### config.mk
export PLATFORM = sky130hd
export DESIGN_NAME = program_loader
export DESIGN_NICKNAME = d
export VERILOG_FILES = /design/src/rtl/processor_pkg.sv /design/src/rtl/program_loader.sv
export SDC_FILE = /design/constraint.sdc
export NUM_CORES = 1
export LEC_CHECK = 0
export CORE_MARGIN = 4
export CORE_UTILIZATION = 30
export DETAILED_ROUTE_END_ITERATION = 7
export SETUP_SLACK_MARGIN = 0.3
export SLEW_MARGIN = 40
export SYNTH_ARGS = -nofsm -noshare
export SYNTH_HDL_FRONTEND = slang
export SYNTH_SLANG_ARGS = --single-unit
export TNS_END_PERCENT = 30
### constraint.sdc
create_clock -name clk -period 2.1 [get_ports clk]
set_clock_uncertainty 0.2 [all_clocks]
set_input_delay 0.315 -clock clk [delete_from_list [all_inputs] [get_ports clk]]
set_output_delay 0.315 -clock clk [all_outputs]
set_load 0.01 [all_outputs]
### src/rtl/processor_pkg.sv
// Shared definitions for the program loader: loader state encoding and default widths.
package processor_pkg;

  localparam int INSTR_W_DEF = 8;
  localparam int ADDR_W_DEF  = 2;

  typedef enum logic [2:0] {
    ST_IDLE  = 3'd0,
    ST_LEN   = 3'd1,
    ST_DATA  = 3'd2,
    ST_CHECK = 3'd3,
    ST_DONE  = 3'd4,
    ST_ERR   = 3'd5
  } state_t;

endpackage

### src/rtl/program_loader.sv
// Loads a length-prefixed, XOR-checksummed program from a host byte stream into
// program memory and releases the processor only after a verified load.
module program_loader
  import processor_pkg::*;
#(
  parameter int INSTR_W = INSTR_W_DEF,
  parameter int ADDR_W  = ADDR_W_DEF
) (
  input  logic               clk,
  input  logic               rst,
  input  logic               start,
  input  logic               in_valid,
  input  logic [INSTR_W-1:0] in_data,
  output logic               in_ready,
  output logic               mem_we,
  output logic [ADDR_W-1:0]  mem_addr,
  output logic [INSTR_W-1:0] mem_wdata,
  output logic               cpu_run,
  output logic               busy,
  output logic               error
);

  localparam int DEPTH = 2**ADDR_W;

  state_t             state, state_nxt;
  logic [ADDR_W:0]    cnt;
  logic [ADDR_W:0]    cnt_inc;
  logic [ADDR_W:0]    len;
  logic [INSTR_W-1:0] acc;
  logic               accept;
  logic               len_ok;
  logic               can_start;

  always_comb begin
    in_ready  = (state == ST_LEN) || (state == ST_DATA) || (state == ST_CHECK);
    busy      = in_ready;
    cpu_run   = (state == ST_DONE);
    error     = (state == ST_ERR);
    can_start = (state == ST_IDLE) || (state == ST_DONE) || (state == ST_ERR);
    accept    = in_valid & in_ready;
    len_ok    = (in_data != '0) && (in_data <= INSTR_W'(DEPTH));
    cnt_inc   = cnt + 1'b1;
  end

  always_comb begin
    state_nxt = state;
    case (state)
      ST_IDLE, ST_DONE, ST_ERR: if (start) state_nxt = ST_LEN;
      ST_LEN:   if (accept) state_nxt = len_ok ? ST_DATA : ST_ERR;
      ST_DATA:  if (accept && (cnt_inc == len)) state_nxt = ST_CHECK;
      ST_CHECK: if (accept) state_nxt = (in_data == acc) ? ST_DONE : ST_ERR;
      default:  state_nxt = ST_IDLE;
    endcase
  end

  // counter stops at len, so the address never wraps past N-1
  always_ff @(posedge clk) begin
    if (rst) begin
      state     <= ST_IDLE;
      cnt       <= '0;
      len       <= '0;
      acc       <= '0;
      mem_we    <= 1'b0;
      mem_addr  <= '0;
      mem_wdata <= '0;
    end else begin
      state  <= state_nxt;
      mem_we <= 1'b0;
      if (can_start && start) begin
        cnt <= '0;
        acc <= '0;
      end
      if ((state == ST_LEN) && accept && len_ok)
        len <= (ADDR_W+1)'(in_data);
      if ((state == ST_DATA) && accept) begin
        mem_we    <= 1'b1;
        mem_addr  <= cnt[ADDR_W-1:0];
        mem_wdata <= in_data;
        acc       <= acc ^ in_data;
        cnt       <= cnt_inc;
      end
    end
  end

endmodule

Yosys cells after proc, flatten, opt, wreduce, memory -nomap -nowiden
Index checks and enable logic that the tools add are counted.
{"block": "totals", "inputBits": 12, "register_bits": 28, "wordCells": 49, "output_inout_bits": 15}
{"block": "classes", "muxes": 12, "addsub": 1, "reduce_logical": 15, "n_eq_ne": 11, "bitwise_logic": 2, "n_lt_le_gt_ge": 1}
{"operator": "3-bit 2-to-1 mux", "count": 7}
{"operator": "8-bit 2-to-1 mux", "count": 2}
{"operator": "3-bit one-hot mux with 4 select lines", "count": 1}
{"operator": "8-bit == test", "count": 1}
{"operator": "8-bit by 3-bit less-or-equal comparator with 1-bit output (second input constant)", "count": 1}
{"operator": "8-bit nonzero test", "count": 1}
{"operator": "8-bit XOR", "count": 1}
{"operator": "3-bit by 2-bit == test with 1-bit output (second input constant)", "count": 2}
{"operator": "3-bit == test (second input constant)", "count": 2}
{"operator": "1-bit logical AND", "count": 6}
{"operator": "2-bit inequality test (second input constant)", "count": 3}
{"operator": "1-bit logical OR", "count": 4}
{"operator": "4-bit AND reduction", "count": 1}
{"operator": "3-bit by 1-bit adder with 3-bit output (second input constant)", "count": 1}
{"operator": "3-bit by 1-bit == test with 1-bit output (second input constant)", "count": 1}
{"operator": "3-bit == test", "count": 1}
{"operator": "3-bit logical NOT", "count": 1}
{"operator": "3-bit OR reduction", "count": 1}
{"operator": "1-bit 2-to-1 mux", "count": 2}
{"operator": "2-bit by 1-bit inequality test with 1-bit output (second input constant)", "count": 1}
{"operator": "2-bit nonzero test", "count": 1}
{"operator": "1-bit bitwise AND", "count": 1}

Depth between registers and ports, before layout
{"block": "depth", "ltp_word": 7, "mapped_depth": 6, "depth_no_buf": 6}

Worst setup path before layout
No wires, ideal clock.
{"block": "synth_path", "path_kind": "reg2reg", "from": "reg cnt[0]", "to": "reg state[0]", "period_less_slack_ps": 1878, "arrival_time_ps": 1575, "stages_incl_launch_ff": 7, "slack_ps": 222, "setup_time_ps": 103, "cell_sequence": "dfxtp_1 ha_1 xnor3_1 and4_4 a211oi_4 inv_2 a2111oi_2"}
{"block": "synth_via", "elab_chain_cells": 5}
{"item": "start: declaration", "line": "program_loader.sv:26", "text": "logic [ADDR_W:0] cnt;"}
{"item": "start signal: assignment", "line": "program_loader.sv:80", "text": "cnt <= cnt_inc;"}
{"item": "3-bit by 1-bit adder with 3-bit output", "line": "program_loader.sv:42", "text": "cnt_inc = cnt + 1'b1;"}
{"item": "3-bit == test", "line": "program_loader.sv:50", "text": "ST_DATA: if (accept && (cnt_inc == len)) state_nxt = ST_CHECK;"}
{"item": "1-bit logical AND", "line": "program_loader.sv:50"}
{"item": "2-bit by 1-bit inequality test with 1-bit output (no line)"}
{"item": "4-bit AND reduction (no line)"}
{"item": "end signal: assignment", "line": "program_loader.sv:67", "text": "state <= state_nxt;"}
{"item": "end: declaration", "line": "program_loader.sv:25", "text": "state_t state, state_nxt;"}
No other way between the ends.
A chain may end at the register's enable or synchronous reset.

Worst setup path in the final report
Ends and elaborated chain as after synthesis.

==> out/metrics.csv <==
stage,metric,value,unit
place,place.gp.congestion,0.823,
finish,final_util,45.3,%
worst_setup_path,timing.rr.start,cnt[0]$_SDFFE_PP0P_,
hold_path,min_to,mem_wdata[6]$_SDFFE_PP0P_,
global_route,grt_pass1_vias,1244,
sta,maxClockFrequency,0.524,GHz
synth,synth_flop_cell,dfxtp_1,
finish,drive_above_1_share,18.9,%
clocking,h-tree-depth,1,
hold_path,hold_start,in_data[6],
power_and_ir_drop,switching_share,22.6,%
sta,finalSetupViolations,0,
worst_setup_path,worst_ep_arrival_time,1.89,ns
finish,syn2layout_area_growth,43.2,%
sta,tightest_slew,0.533,ns
clocking,ctsHoldBuffers,0,
global_route,grt_pass1_wl,5930,um
outcome,outcome,finished clean,
power_and_ir_drop,seq_power_share,48.9,%
die,core-area,4410,um2
die,die_area,5810,um2
clocking,cts_tree,built,
finish,layout.nets,226,
worst_setup_path,cp-end-kind,flop,
place,io_buffer_count,26,
power_and_ir_drop,peakVddDrop,346,uV
routing,drc,0,
clocking,clkLatencyLatePin,0.28,ns
die,start_util,31.6,%
worst_setup_path,r2r-end,state[0]$_SDFFE_PP0P_,
clocking,root_buffer,clkbuf_8,
power_and_ir_drop,p_int,852,uW
power_and_ir_drop,p_per_area,551,nW/um2
synth,synth_warnings,0,
die,dieWidth,76.2,um
synth,ys_top_cells_by_area,"dfxtp_1 (40%), nand2_1 (8.1%), a21oi_1 (7.9%), nor2_1 (5.1%), nor2b_1 (4.5%)",
sta,finalHoldViolCount,0,
hold_path,hold_class,in2reg,
clocking,cts_num_sinks,28,
power_and_ir_drop,comb_power_share,11.7,%
synth,yosys-top-cells-count,"nand2_1 (30), dfxtp_1 (28), a21oi_1 (22)",
synth,ys_seq_elements,28,
routing,drt_iter0_drc,61,
routing,vias_per_cell,4.91,
sta,fin_hold_ws,0.138,ns
flow_run,maxCapViolations,0,
clocking,cts_buffers,3,
routing,wire_per_inst,13.0,um
global_route,antenna_found_initial,0,
clocking,clk_pin_slew,0.10,ns
sta,drv_slew,0,
routing,final_antenna_net_count,0,
finish,diodes,0,
place,dp.final_hpwl,2320,um
sta,timing.slew.headroom,64.2,%
synth,netlist.area_leader.share,40.2,%
hold_path,hold_depth,3,
synth,syn_avg_cell_area,7.93,um2
die,rows,24,
worst_setup_path,reg2regPathDepth,6,
synth,synth_top_area_cell,dfxtp_1,
synth,synth_edf_count,0,
synth,synth_cell_types,37,
die,die-height,76.2,um
sta,finalCritPeriodShare,91.0,%
synth,synthesis.area,1400,um2
synth,yosysSeqAreaShare,40.2,%
sta,grt_setup_unrepaired,yes,
worst_setup_path,crit_type,reg2reg,
synth,async_flop_share,0,%
routing,drt_pass1_iterations,4,
synth,syn_inst,176,
power_and_ir_drop,p_leak,0.810,nW
routing,vias,1296,
worst_setup_path,r2r_setup_slack,0.19,ns
sta,fin_crit,1.91,ns
synth,syn_nets,189,
global_route,grt_usage,12.1,%
power_and_ir_drop,clock_power_share,39.5,%
synth,synthMostInstantiatedCell,nand2_1,
clocking,clk_path_buf_depth,2,
die,ios,27,
routing,drt-total-wl,3440,um
global_route,grt_overflow,0,
worst_setup_path,crit_path_start_kind,flop,
power_and_ir_drop,p_sw,248,uW
worst_setup_path,cp.required,2.08,ns
global_route,grt_max_degree,29,
worst_setup_path,path_max_fanout,5,
power by group through the flow:
stage	Clock, mW	Sequential [mW]	Combinational (mW)
final	0.434	0.538	0.128
after global routing	0.473	0.539	0.141
after CTS	0.448	0.538	0.121
after detailed placement	0	0.550	0.123
after global placement	0	0.550	0.121
after floorplan	0	0.548	0.0597
critical path: stages, from the launching register on:
cell and delay (ns):
dfxtp_4 0.39, ha_4 0.15, xnor3_1 0.21, and4_4 0.22
a211oi_4 0.29, inv_2 0.07, a2111oi_4 0.28
logic make-up after synthesis:
logic type	count (synthesis)	synth area share, %
buf+inv	16	4.66
flops	28	40.2
fa+ha+maj	1	0.897
mux	5	3.68
simple gates	78	27.3
compound gates	42	18.6
xor+xnor	6	4.75
final cells by class:
type,count,area (um2)
multi-input combinational,132,838
clock inverter,1,30.0
sequential,28,569
fill,451,2420
tap,52,65.1
clock buffer,3,41.3
timing repair buffer,44,439
inverter,4,15.0
per-stage QoR:
step	total power [mW]	instances	setup slack (ns)	cell area, um2	TNS (ns)
global placement	0.671	257	-0.287	1810	-3.19
global route	1.15	264	0.0917	2000	0
finish	1.10	264	0.190	2000	0
detailed placement	0.673	257	-0.140	1820	-0.616
floorplan	0.607	176	0.304	1400	0
CTS	1.11	261	0.0744	1890	0
flip-flops by register name (all words and copies together) (netlist names):
name,cells
acc,8
cnt,3
len,3
mem_addr,2
mem_wdata,8
mem_we,1
state,3
routing by layer:
metal | up-vias | wire length [um] | track usage (%)
met5 | - | 0 | 0
met4 | 0 | 53 | 4.20
met3 | 5 | 98 | 2.25
met2 | 20 | 1580 | 18.8
met1 | 599 | 1710 | 16.8
li1 | 672 | - | -
worst max path at each step:
stage / startpoint / end / slack (ns) / depth (start not counted)
after detailed placement: in_data[3] / len[1]$_SDFFE_PP0P_ / -0.14 / 6
after global routing: cnt[0]$_SDFFE_PP0P_ / state[0]$_SDFFE_PP0P_ / 0.09 / 6
after global placement: in_valid / acc[4]$_SDFFE_PP0P_ / -0.29 / 6
after CTS: state[2]$_SDFFE_PP0P_ / error / 0.07 / 3
final: cnt[0]$_SDFFE_PP0P_ / state[0]$_SDFFE_PP0P_ / 0.19 / 6
after floorplan: cnt[0]$_SDFFE_PP0P_ / state[0]$_SDFFE_PP0P_ / 0.30 / 6
cells in the final DEF, fill, tap and decap left out, drive strengths merged, types with 3 or more instances in the layout:
| cell type | n |
|---|---|
| nor3 | 3 |
| a2111oi | 4 |
| mux2i | 4 |
| dlygate4sd2 | 3 |
| nand3b | 4 |
| nor2b | 10 |
| nor2 | 19 |
| xor2 | 4 |
| inv | 4 |
| o21ai | 11 |
| clkbuf | 3 |
| nand2 | 30 |
| a21oi | 22 |
| clkdlybuf4s50 | 17 |
| dlymetal6s2s | 6 |
| dfxtp | 28 |
| buf | 18 |
repair_timing:
item | 4_1_cts | 5_1_grt
resized for setup | 6 | 21
pin swaps | 0 | 6
setup buffers | 0 | 3
endpoints found under the hold margin | 0 | 0
endpoints found under the setup margin | 12 | 20
Power figures use the tool's default switching activity.
